[config.mk]
export PLATFORM = sky130hd
export DESIGN_NAME = hps_tile_fetch_ctrl
export DESIGN_NICKNAME = d
export VERILOG_FILES = /design/src/rtl/img_pkg.sv /design/src/rtl/tile_addr_gen.sv /design/src/rtl/hps_tile_fetch_ctrl.sv
export SDC_FILE = /design/constraint.sdc
export NUM_CORES = 1
export LEC_CHECK = 0
export CORE_ASPECT_RATIO = 1.2
export CORE_UTILIZATION = 46
export DETAILED_ROUTE_END_ITERATION = 12
export PLACE_DENSITY = 0.75
export SLEW_MARGIN = 20
export SYNTH_ARGS = -nofsm -noshare
export SYNTH_HDL_FRONTEND = slang
export SYNTH_SLANG_ARGS = --single-unit
export TNS_END_PERCENT = 30
[constraint.sdc]
create_clock -name iCLK -period 6.3 [get_ports iCLK]
set_clock_uncertainty 0.15 [all_clocks]
set_input_delay 1.89 -clock iCLK [delete_from_list [all_inputs] [get_ports iCLK]]
set_output_delay 1.89 -clock iCLK [all_outputs]
set_load 0.01 [all_outputs]
[src/rtl/img_pkg.sv]
// img_pkg: frame geometry, FSM state encoding and tile helpers shared by the tile fetch controller
package img_pkg;

    localparam int IMG_W = 640;
    localparam int IMG_H = 480;
    localparam int TILE  = 4;
    localparam int PIX_W = 16;

    typedef enum logic [2:0] {
        S_IDLE  = 3'd0,
        S_CHECK = 3'd1,
        S_ISSUE = 3'd2,
        S_WAIT  = 3'd3,
        S_DONE  = 3'd4
    } state_t;

    // Slot of pixel (dx,dy) inside the 4x4 tile: 4*dy + dx.
    function automatic logic [3:0] idx(input logic [1:0] dx, input logic [1:0] dy);
        return {dy, dx};
    endfunction

    // row*IMG_W as a sum of shifted rows, one term per set bit of IMG_W
    // (for 640 this folds to (row<<9)+(row<<7)).
    function automatic logic [21:0] row_off(input logic [8:0] row);
        logic [21:0] acc;
        acc = '0;
        for (int i = 0; i < 22; i++)
            if (IMG_W[i]) acc = acc + (22'(row) << i);
        return acc;
    endfunction

endpackage

[src/rtl/tile_addr_gen.sv]
// tile_addr_gen: tile origin latch, range check and row-major read address walk for one 4x4 tile
//   i_clk, i_rst_n : clock, synchronous active-low reset
//   i_latch        : capture i_row/i_col as the tile origin
//   i_init         : compute line_base from the origin and clear dx/dy
//   i_step         : advance to the next pixel after an accepted read
//   o_range_err    : latched tile would extend past the frame edge
//   o_addr         : word address of the current pixel (line_base + dx)
//   o_dx, o_dy     : current pixel position inside the tile
//   o_last         : current pixel is the final one (dx=3, dy=3)
module tile_addr_gen
    import img_pkg::*;
#(
    parameter int BASE_ADDR = 0
) (
    input  logic        i_clk,
    input  logic        i_rst_n,
    input  logic        i_latch,
    input  logic [8:0]  i_row,
    input  logic [9:0]  i_col,
    input  logic        i_init,
    input  logic        i_step,
    output logic        o_range_err,
    output logic [21:0] o_addr,
    output logic [1:0]  o_dx,
    output logic [1:0]  o_dy,
    output logic        o_last
);

    logic [8:0]  r_row;
    logic [9:0]  r_col;
    logic [21:0] r_line_base;
    logic [1:0]  r_dx;
    logic [1:0]  r_dy;

    always_ff @(posedge i_clk) begin
        if (!i_rst_n) begin
            r_row       <= '0;
            r_col       <= '0;
            r_line_base <= '0;
            r_dx        <= '0;
            r_dy        <= '0;
        end else begin
            if (i_latch) begin
                r_row <= i_row;
                r_col <= i_col;
            end
            if (i_init) begin
                r_line_base <= 22'(BASE_ADDR) + row_off(r_row) + 22'(r_col);
                r_dx        <= '0;
                r_dy        <= '0;
            end else if (i_step) begin
                // dx wraps 3->0 on its own; the end of a tile row moves down one frame line
                r_dx <= r_dx + 2'd1;
                if (r_dx == 2'd3) begin
                    r_dy        <= r_dy + 2'd1;
                    r_line_base <= r_line_base + 22'(IMG_W);
                end
            end
        end
    end

    assign o_range_err = (({1'b0, r_row} + 10'(TILE)) > 10'(IMG_H)) ||
                         (({1'b0, r_col} + 11'(TILE)) > 11'(IMG_W));
    assign o_addr      = r_line_base + 22'(r_dx);
    assign o_dx        = r_dx;
    assign o_dy        = r_dy;
    assign o_last      = &{r_dx, r_dy};

endmodule

[src/rtl/hps_tile_fetch_ctrl.sv]
// hps_tile_fetch_ctrl: HPS start/done handshake that reads a 4x4 pixel tile from the frame buffer
//   iCLK, iRST_N          : clock, synchronous active-low reset
//   iSTART                : HPS start level (already synchronised); a rising edge in IDLE starts a fetch
//   iROW, iCOL            : tile top-left pixel
//   oMEM_RD, oMEM_ADDR    : one-cycle read strobe and word address
//   iMEM_DATA, iMEM_VALID : read return, one or more cycles after the strobe
//   oTILE                 : 16 pixels, pixel k = 4*dy+dx at [16k+15:16k]
//   oDONE, oERR           : fetch finished / failed (range or timeout); held until iSTART drops
//   oBUSY, oSTATE         : not-idle flag and raw state code for the HPS state PIO
module hps_tile_fetch_ctrl
    import img_pkg::*;
#(
    parameter int BASE_ADDR = 0,
    parameter int TIMEOUT   = 255
) (
    input  logic         iCLK,
    input  logic         iRST_N,
    input  logic         iSTART,
    input  logic [8:0]   iROW,
    input  logic [9:0]   iCOL,
    output logic         oMEM_RD,
    output logic [21:0]  oMEM_ADDR,
    input  logic [15:0]  iMEM_DATA,
    input  logic         iMEM_VALID,
    output logic [255:0] oTILE,
    output logic         oDONE,
    output logic         oERR,
    output logic         oBUSY,
    output logic [2:0]   oSTATE
);

    localparam int TW = (TIMEOUT > 1) ? $clog2(TIMEOUT + 1) : 1;

    state_t         r_state;
    logic           r_start_q;
    logic [TW-1:0]  r_tmo;
    logic [255:0]   r_tile;
    logic           r_done;
    logic           r_err;

    logic           w_start_edge;
    logic           w_range_err;
    logic [21:0]    w_addr;
    logic [1:0]     w_dx;
    logic [1:0]     w_dy;
    logic           w_last;

    assign w_start_edge = iSTART & ~r_start_q;

    tile_addr_gen #(.BASE_ADDR(BASE_ADDR)) u_addr (
        .i_clk       (iCLK),
        .i_rst_n     (iRST_N),
        .i_latch     ((r_state == S_IDLE) && w_start_edge),
        .i_row       (iROW),
        .i_col       (iCOL),
        .i_init      (r_state == S_CHECK),
        .i_step      ((r_state == S_WAIT) && iMEM_VALID),
        .o_range_err (w_range_err),
        .o_addr      (w_addr),
        .o_dx        (w_dx),
        .o_dy        (w_dy),
        .o_last      (w_last)
    );

    always_ff @(posedge iCLK) begin
        if (!iRST_N) begin
            r_state   <= S_IDLE;
            // Tracking iSTART through reset means a level held across reset exit is not an edge.
            r_start_q <= iSTART;
            r_tmo     <= '0;
            r_tile    <= '0;
            r_done    <= 1'b0;
            r_err     <= 1'b0;
        end else begin
            r_start_q <= iSTART;
            case (r_state)
                S_IDLE:
                    if (w_start_edge) r_state <= S_CHECK;
                S_CHECK:
                    if (w_range_err) begin
                        r_err   <= 1'b1;
                        r_done  <= 1'b1;
                        r_state <= S_DONE;
                    end else begin
                        r_state <= S_ISSUE;
                    end
                S_ISSUE: begin
                    r_tmo   <= TW'(TIMEOUT);
                    r_state <= S_WAIT;
                end
                S_WAIT:
                    if (iMEM_VALID) begin
                        r_tile[{idx(w_dx, w_dy), 4'd0} +: PIX_W] <= iMEM_DATA;
                        r_done  <= w_last;
                        r_state <= w_last ? S_DONE : S_ISSUE;
                    end else if (r_tmo <= TW'(1)) begin
                        // Last allowed wait cycle passed with no data: abandon, keep filled slots.
                        r_err   <= 1'b1;
                        r_done  <= 1'b1;
                        r_state <= S_DONE;
                    end else begin
                        r_tmo <= r_tmo - TW'(1);
                    end
                S_DONE:
                    if (!iSTART) begin
                        r_done  <= 1'b0;
                        r_err   <= 1'b0;
                        r_state <= S_IDLE;
                    end
                default:
                    r_state <= S_IDLE;
            endcase
        end
    end

    assign oMEM_RD   = (r_state == S_ISSUE);
    assign oMEM_ADDR = oMEM_RD ? w_addr : '0;
    assign oTILE     = r_tile;
    assign oDONE     = r_done;
    assign oERR      = r_err;
    assign oBUSY     = (r_state != S_IDLE);
    assign oSTATE    = r_state;

endmodule

## After elaboration in Yosys (flattened, before gate mapping)

Cells that the tools add are included.

| cells by class | value |
|---|---|
| equality and inequality tests | 12 |
| mux-type cells | 26 |
| bitwise logic cells | 3 |
| shift operators | 2 |
| add/subtract/negate cells | 10 |
| $lt $le $gt $ge | 3 |
| reduce and logical (&&, ||, !) cells | 18 |

Operators by type and width:

| operator | count |
|---|---|
| 256-bit bitwise mux | 1 |
| 16-bit by 10-bit variable shift with 256-bit output (first input constant) | 1 |
| 16-bit by 10-bit variable part select with 256-bit output | 1 |
| 22-bit two-way mux | 8 |
| 22-bit by 10-bit adder with 22-bit output | 1 |
| 22-bit by 10-bit adder with 22-bit output (second input constant) | 1 |
| 22-bit by 18-bit adder with 22-bit output | 1 |
| 22-bit by 2-bit adder with 22-bit output | 1 |
| 3-bit two-way mux | 6 |
| 8-bit two-way mux | 2 |
| 8-bit case mux with 2 select lines | 1 |
| 3-bit case mux with 5 select lines | 1 |
| 10-bit by 3-bit adder with 11-bit output (second input constant) | 1 |
| 11-bit by 10-bit greater-than comparator with 1-bit output (second input constant) | 1 |
| 9-bit by 3-bit adder with 10-bit output (second input constant) | 1 |
| 10-bit by 9-bit greater-than comparator with 1-bit output (second input constant) | 1 |
| 2-bit != test (second input constant) | 5 |
| 8-bit negation with 10-bit output | 1 |
| 8-bit by 1-bit <= comparator with 1-bit output (second input constant) | 1 |
| 4-bit AND reduction | 2 |
| 8-bit by 1-bit subtractor with 8-bit output (second input constant) | 1 |
| 3-bit by 2-bit equality test with 1-bit output (second input constant) | 2 |
| 1-bit case mux with 3 select lines | 2 |
| 2-bit AND reduction | 3 |
| other kinds (17) | 28 |

| word-level totals | value |
|---|---|
| input port bits | 39 |
| register bits | 315 |

## Longest topological paths before layout

Gate-level depths: netlist (run 1).

| depth | value |
|---|---|
| depth after elaboration | 8 |
| gate-level depth with buffers | 10 |

## By module

A second synthesis (run 1) with hierarchy kept.

| unflattened totals | value |
|---|---|
| cell total of the unflattened synthesis | 1383 |
| area total of the unflattened synthesis | 13490.4 um2 |

By module, submodules not included:

| module | area each (um2) | seq. area each (um2) | times used | cells each |
|---|---|---|---|---|
| hps_tile_fetch_ctrl | 10495.1 | 5405.2 | 1 | 1042 |
| tile_addr_gen | 2995.4 | 900.9 | 1 | 341 |

## Worst setup path after synthesis (run 1)

Ideal clock, no wire load.

| timing path | value |
|---|---|
| kind | register to output |
| from | reg u_addr.r_dx[0], in the netlist u_addr.o_dx[0] |
| to | out oMEM_ADDR[16] |
| stages on the path, launching flop included | 8 |
| path slack | 2154 ps |
| data required time | 4260 ps |
| data arrival time | 2106 ps |
| cell sequence | dfxtp_1 -> ha_1 -> fa_1 -> and3_1 -> and3_1 -> nand3_1 -> or3_1 -> a21oi_1 |

| between the ends | value |
|---|---|
| longest elaborated chain between the ends | 2 |

Ends and longest elaborated chain:

| what | RTL line | RTL |
|---|---|---|
| start, declared | tile_addr_gen.sv:32 | `logic [1:0] r_dx;` |
| start signal, assigned | tile_addr_gen.sv:53 | `r_dx <= r_dx + 2'd1;` |
| 22-bit by 2-bit adder with 22-bit output | tile_addr_gen.sv:64 | `assign o_addr = r_line_base + 22'(r_dx);` |
| 22-bit two-way mux | hps_tile_fetch_ctrl.sv:117 | `assign oMEM_ADDR = oMEM_RD ? w_addr : '0;` |
| end, declared | hps_tile_fetch_ctrl.sv:22 | `output logic [21:0] oMEM_ADDR,` |

Every way passes these cells.

## Final worst setup path (run 1)

| timing path | value |
|---|---|
| from | reg u_addr.r_dx[0], in the netlist u_addr.o_dx[0] |
| to | out oMEM_ADDR[20] |

Same word-level chain as after synthesis.

==> key figures, run 1 <==
Synthesis
  – Post-synth top area cell: dfxtp_1
  – Area share of the largest cell type after synthesis: 0.466
  – Most numerous cell in the Yosys netlist: dfxtp_1
  – Mapped Area: ~14000 µm²
  – EDFF count, synth: 0
  – Top post-synthesis cells by area: dfxtp_1 (47%), nand2_1 (8.0%), nand3_1 (5.4%), mux2i_1 (4.8%), a21boi_0 (3.9%)
  – Mapped Nets: roughly 1700
  – Syn_area_per_cell: about 8.5 µm²
  – Top FF cell, synth: dfxtp_1
  – FFs w/ async S/R, synth: 0
  – Flops & latches, synth: ~320
  – Ys Warns: 0
  – Register area share after synthesis: 0.466
  – Synth cell types: 66
  – Most common library cells after synthesis: dfxtp_1 (315), nand2_1 (287), nand3_1 (146)
  – Mapped Cells: 1599

Finish
  – N_diodes: 0
  – Multi-input gate area: between 6000 and 7000 µm²
  – Nets: 1904
  – Area Overhead vs Synth: 32.0%
  – Fillers: between 2000 and 2500
  – Sequential cell area: approximately 6300 µm²
  – Share of layout cells above drive strength 1: 0.0505

Pwr
  – Power Total: about 0.0042 W
  – Leak: around 6.4 nW
  – Peak supply drop: around 0.21 mV
  – Power per cell area: 235 nW/µm²

Routing
  – Routed WL: 41300 µm
  – DR vias/cell: approximately 5.4
  – Remaining DRCs: 0
  – Post-route antenna net violation count: 0
  – Vias: 12077
  – DR iter-0 viols: around 750
  – First-pass DRT Iterations: 5
  – Avg WL per Cell: approximately 18 µm

Global routing
  – GRT overflow: 0
  – GRT Util Overall: 0.269
  – Largest net degree at the start of global routing: about 150
  – Initial antenna violation count: 0
  – First-pass GRT wire length: between 60000 and 70000 µm
  – Vias in the first global route: around 11000

Floorplan
  – Top-level I/O count: 324
  – Cell row count: 68
  – DIE WIDTH: roughly 160 µm
  – Core region area: approximately 29000 µm²
  – Starting Density: 0.469
  – Die height: roughly 190 µm
  – Die area: approximately 30000 µm²

Placement
  – Post-DP HPWL: approximately 28000 µm
  – IO buf count: 323
  – Gpl congestion: 0.897

Critical path
  – Reg2reg setup slack: ~3000 ps
  – FF-to-FF End: oTILE[142]
  – Critical path class: reg -> out
  – Critical Path Source Type: register
  – Most used cell, CP: and3_1
  – Data required, critical path: 4260 ps
  – Crit-path cells: ha_1 > fa_1 > and3_1 > and3_1 > nand3_1 > or3_1 > a21oi_1 > clkdlybuf4s50_1
  – Worst r2r src: u_addr.o_dx[0]
  – Worst R2R Path Depth: 8
  – Crit path max-delay cell type: clkdlybuf4s50_1
  – Crit path DAT: 3470 ps
  – Critical-path maximum fanout: 10
  – CP endpoint kind: primary output
  – Max incr delay on CP: just under 600 ps

Timing
  – Slew Viols, Final: 0
  – Hold slack: between 300 and 400 ps
  – Crit path time final: ~5500 ps
  – Unrepaired setup endpoints after global routing: no
  – Period utilization: 0.875
  – Final setup TNS: 0 ps
  – Setup violators final: 0
  – Final Hold Fails: 0
  – Fmax: 0.181 GHz
  – Worst Max-Slew Pin Slew: ~1100 ps
  – Worst rel slew slack: 0.232

Clocking
  – Root cell of the clock tree: clkbuf_16
  – CTS tree: yes
  – Reg clk slew, reported paths: about 60 ps
  – Clock buffer depth: 3
  – Hold Buf Count CTS: 0
  – Postcts setup bufs: 0
  – Clk sinks: between 300 and 400
  – Skew-Pair Late Insertion Delay: approximately 560 ps
  – Num CTS Buffers: 31
  – CTS HTree Levels: 1
  – Post_cts resized: 0

Job
  – Max_cap viols: 0

Status
  – Outcome: completed

Hold path
  – Min-Delay Path Depth: 2
  – WHS Endpoint: oTILE[173]
  – Hold WC Path Type: reg -> reg
  – Min-delay src: oTILE[173]
-- layout make-up --
cell class                 count  share of cell area
multi-input combinational   1144               0.372
sequential                   315               0.353
timing repair buffer         332               0.185
clock buffer                  40              0.0481
tap                          385              0.0270
clock inverter                15              0.0110
inverter                      17             0.00364
-- flip-flops by register name, summed over array words and instances, names as in the netlist --
register            count
oDONE                   1
oERR                    1
oSTATE                  3
oTILE                 256
r_start_q               1
r_tmo                   8
u_addr.o_dx             2
u_addr.o_dy             2
u_addr.r_col           10
u_addr.r_line_base     22
u_addr.r_row            9
-- kinds of logic (layout without fill, tap and decap cells) --
group,after synthesis,count (layout),share of synthesized area
buffers and inverters,140,404,0.0451
AO/OA/AOI/OAI,300,300,0.142
AND/OR/NAND/NOR,707,707,0.243
multiplexers,65,65,0.0481
XOR/XNOR,48,48,0.0316
flip-flops,315,315,0.466
adder cells (fa/ha/maj),24,24,0.0239
-- layout by cell type (no fill, tap or decap), types with 16 or more instances in the layout --
cell type / count
xnor2_1: 21
clkdlybuf4s50_1: 322
a21boi_1: 49
mux2i_1: 65
a21boi_0: 71
a21oi_1: 87
xor2_1: 26
inv_1: 16
o21ai_0: 62
clkbuf_16: 31
ha_1: 21
nor2_1: 116
and2_1: 54
nand2_1: 285
nand3_1: 146
nor2b_1: 41
dfxtp_1: 315
-- where the power goes --
| part | internal (W) | switching, W | leakage, nW | total [W] |
|---|---|---|---|---|
| Combinational | 0.0000943 | 0.000147 | 3.37 | 0.000241 |
| Sequential | 0.00201 | 0.0000290 | 2.54 | 0.00204 |
| Clock | 0.00113 | 0.000792 | 0.525 | 0.00192 |
-- per-layer routing --
metal | GRT usage | vias up | wire (µm)
li1 | - | 5826 | -
met1 | 0.329 | 5707 | 16700
met2 | 0.450 | 455 | 19400
met3 | 0.0690 | 89 | 3670
met4 | 0.101 | 0 | 1510
met5 | 0 | - | 0
-- worst max-delay path: cells and delay by family (launching register included) --
kind            cells  cell delay (ps)
simple gates        4             1070
buf+inv             1              590
flops               1              580
fa+ha+maj           2              480
compound gates      1              200
-- worst max path at each step --
stage	start	endpoint	slack [ps]	depth (start not counted)
2_1_floorplan	u_addr.o_dx[0]	oMEM_ADDR[16]	2150	7
3_3_place_gp	u_addr.o_dx[0]	oMEM_ADDR[20]	1370	8
3_5_place_dp	iMEM_VALID	oTILE[142]	1310	7
4_1_cts	u_addr.o_dx[0]	oMEM_ADDR[20]	770	8
5_1_grt	u_addr.o_dx[0]	oMEM_ADDR[20]	580	8
6_report	u_addr.o_dx[0]	oMEM_ADDR[20]	790	8
-- through the flow --
stage / setup slack (ps) / cells / area, µm² / utilization
floorplan: 2150 / 1599 / 13500 / -
CTS: 768 / 2248 / 17800 / 0.619
finish: 789 / 2248 / 17900 / 0.619
global placement: 1370 / 2193 / 16800 / 0.582
global route: 583 / 2248 / 17900 / 0.619
detailed placement: 1310 / 2193 / 16800 / 0.582
No activity file was read; power rests on OpenSTA's default activity.
==> inputs of run 2 (changes only) <==
- SLEW_MARGIN: 20 -> 40
==> key figures, run 2 (synthesized netlist as in run 1, its figures left out) <==
Timing
  – Crit path time final: 5530 ps (+20.8 ps)
  – Worst Max-Slew Pin Slew: 918 ps (-231 ps)
  – Worst rel slew slack: 0.386 (+0.154)
  – Final Hold Fails: 0 (unchanged)
  – Unrepaired setup endpoints after global routing: no
  – Period utilization: 0.878 (+0.00330)
  – Setup violators final: 0 (unchanged)
  – Slew Viols, Final: 0 (unchanged)
  – Fmax: 0.181 GHz (-0.38%)
  – Final setup TNS: 0 ps (unchanged)

Clocking
  – Root cell of the clock tree: clkbuf_16
  – Clock buffer depth: 3 (unchanged)
  – Clk sinks: 315 (unchanged)
  – Num CTS Buffers: 31 (unchanged)
  – Hold Buf Count CTS: 0 (unchanged)
  – Postcts setup bufs: 0 (unchanged)
  – Reg clk slew, reported paths: 60 ps (about the same)
  – CTS tree: yes
  – Skew-Pair Late Insertion Delay: 560 ps (about the same)
  – Post_cts resized: 0 (unchanged)
  – CTS HTree Levels: 1 (unchanged)

Finish
  – N_diodes: 0 (unchanged)
  – Area Overhead vs Synth: 31.9%
  – Most frequent cells in the layout: clkdlybuf4s50_1 (315), dfxtp_1 (315), nand2_1 (282)
  – Final Core Density: 0.618 (-0.000650)
  – Nets: 1905 (+0.053%)
  – Share of layout cells above drive strength 1: 0.0553 (+0.00483)
  – Fillers: 2423 (-0.21%)
  – Max reg flops: 256 (unchanged)

Critical path
  – Cell family with most CP delay: simple AND/OR/NAND/NOR gates
  – Critical-path maximum fanout: 10 (unchanged)
  – Most used cell, CP: and3_1
  – Crit path DAT: 3490 ps (+20 ps)
  – Buf+Inv Stages, Crit Path: 1 (unchanged)
  – Crit path max-delay cell type: dfxtp_1
  – Critical Path Source Type: register
  – CP startpoint: u_addr.o_dx[0]
  – CP endpoint kind: primary output
  – Critical path class: reg -> out
  – Max incr delay on CP: 580 ps (about the same)
  – Crit-path cells: ha_1 > fa_1 > and3_1 > and3_1 > nand3_1 > or3_1 > a21oi_1 > clkdlybuf4s50_1
  – Worst r2r src: u_addr.o_dx[0]
  – Data required, critical path: 4260 ps (about the same)

Routing
  – DR vias/cell: 5.38 (+0.20%)
  – Routed WL: 41600 µm (+0.61%)
  – First-pass DRT Iterations: 5 (unchanged)
  – DR iter-0 viols: 744 (-0.67%)
  – Remaining DRCs: 0 (unchanged)
  – Post-route antenna net violation count: 0 (unchanged)
  – Avg WL per Cell: 18.5 µm (+0.61%)
  – Vias: 12101 (+0.20%)

Global routing
  – First-pass GRT wire length: 63000 µm (-0.41%)
  – GRT overflow: 0 (unchanged)
  – Initial antenna violation count: 0 (unchanged)
  – Largest net degree at the start of global routing: 154 (unchanged)
  – GRT Util Overall: 0.268 (-0.000617)
  – Vias in the first global route: 11468 (+1.3%)

Pwr
  – Leak: 6.44 nW (+0.10%)
  – Switching share of power: 0.230 (-0.000776)
  – P_sw: 0.000961 W (-0.71%)
  – Combinational group share of total power: 0.058 (about the same)
  – Power per cell area: 235 nW/µm² (-0.27%)
  – Flop pwr share: 0.488 (+0.002)
  – Cell-internal power: 0.00322 W (-0.28%)
  – Clock share of power: 0.454 (-0.002)
  – Peak supply drop: 0.216 mV (+2.0%)

Floorplan
  – Core region area: 28800 µm² (unchanged)
  – Die height: 190 µm (unchanged)
  – Starting Density: 0.469 (unchanged)
  – DIE WIDTH: 159 µm (unchanged)
  – Cell row count: 68 (unchanged)
  – Die area: 30100 µm² (unchanged)
  – Top-level I/O count: 324 (unchanged)

Job
  – Max_cap viols: 0 (unchanged)

Hold path
  – Hold WC Path Type: reg -> reg
  – Min-delay src: oTILE[245]

Placement
  – Post-DP HPWL: 27800 µm (+0.18%)
  – IO buf count: 323 (unchanged)
  – Gpl congestion: 0.897 (unchanged)

Status
  – Outcome: completed
run 2: cell types whose count changed in the layout (fill, tap and decap cells not counted), sizes merged:
| cell | previous run | this run |
|---|---|---|
| buf | 10 | 18 |
| clkdlybuf4s50 | 322 | 315 |
| clkbuf | 40 | 45 |
| clkinv | 10 | 6 |
| bufinv | 4 | 3 |
| clkinvlp | 1 | 0 |
run 2: cell type report:
class                   instances  area (µm²)  share of cell area
clock buffers                  45         908              0.0509
clock inverters                 9         135             0.00758
inverters                      17        65.1             0.00365
multi-input cells            1144        6640               0.372
flip-flops and latches        315        6310               0.354
well taps                     385         482              0.0270
repair buffers                333        3300               0.185
run 2: path summary, 6_finish.rpt:
kind	to	slack [ps]	depth (start not counted)
hold reg to reg	oTILE[245]	300	2
setup / recovery	oMEM_ADDR[20]	770	8
setup reg to reg	oTILE[142]	3320	8
hold / removal	oTILE[245]	300	2
run 2: power by group through the flow:
stage	clock network [W]	logic (W)	registers [W]
6_report	0.00190	0.000241	0.00204
5_1_grt	0.00201	0.000261	0.00204
4_1_cts	0.00193	0.000240	0.00204
3_5_place_dp	0	0.000239	0.00209
3_3_place_gp	0	0.000237	0.00208
2_1_floorplan	0	0.000152	0.00208
run 2: stage by stage:
step	instances	power [W]	worst slack (ps)	instance area (µm²)	hold WS (ps)
2_1_floorplan	1599	0.00223	2150	13500	296
3_3_place_gp	2193	0.00232	1370	16800	290
3_5_place_dp	2193	0.00232	1370	16800	296
4_1_cts	2247	0.00421	753	17800	303
5_1_grt	2248	0.00432	550	17800	319
6_report	2248	0.00418	768	17800	302
run 2: layer usage:
layer	part of all wire	GRT usage	routed length [µm]	up-vias
met3	0.090	0.0765	3750	108
li1	-	-	-	5831
met5	0	0	0	-
met1	0.40	0.322	16800	5697
met4	0.046	0.127	1900	0
met2	0.46	0.439	19100	465
run 2: worst register-to-register path, cell delays in order (launching register included):
cell     delay, ps
dfxtp_1        580
inv_1          150
ha_1           290
nor2b_1        330
o21ai_2        130
nor2_2         290
and2_2         610
mux2i_1        290
nor2b_1         60
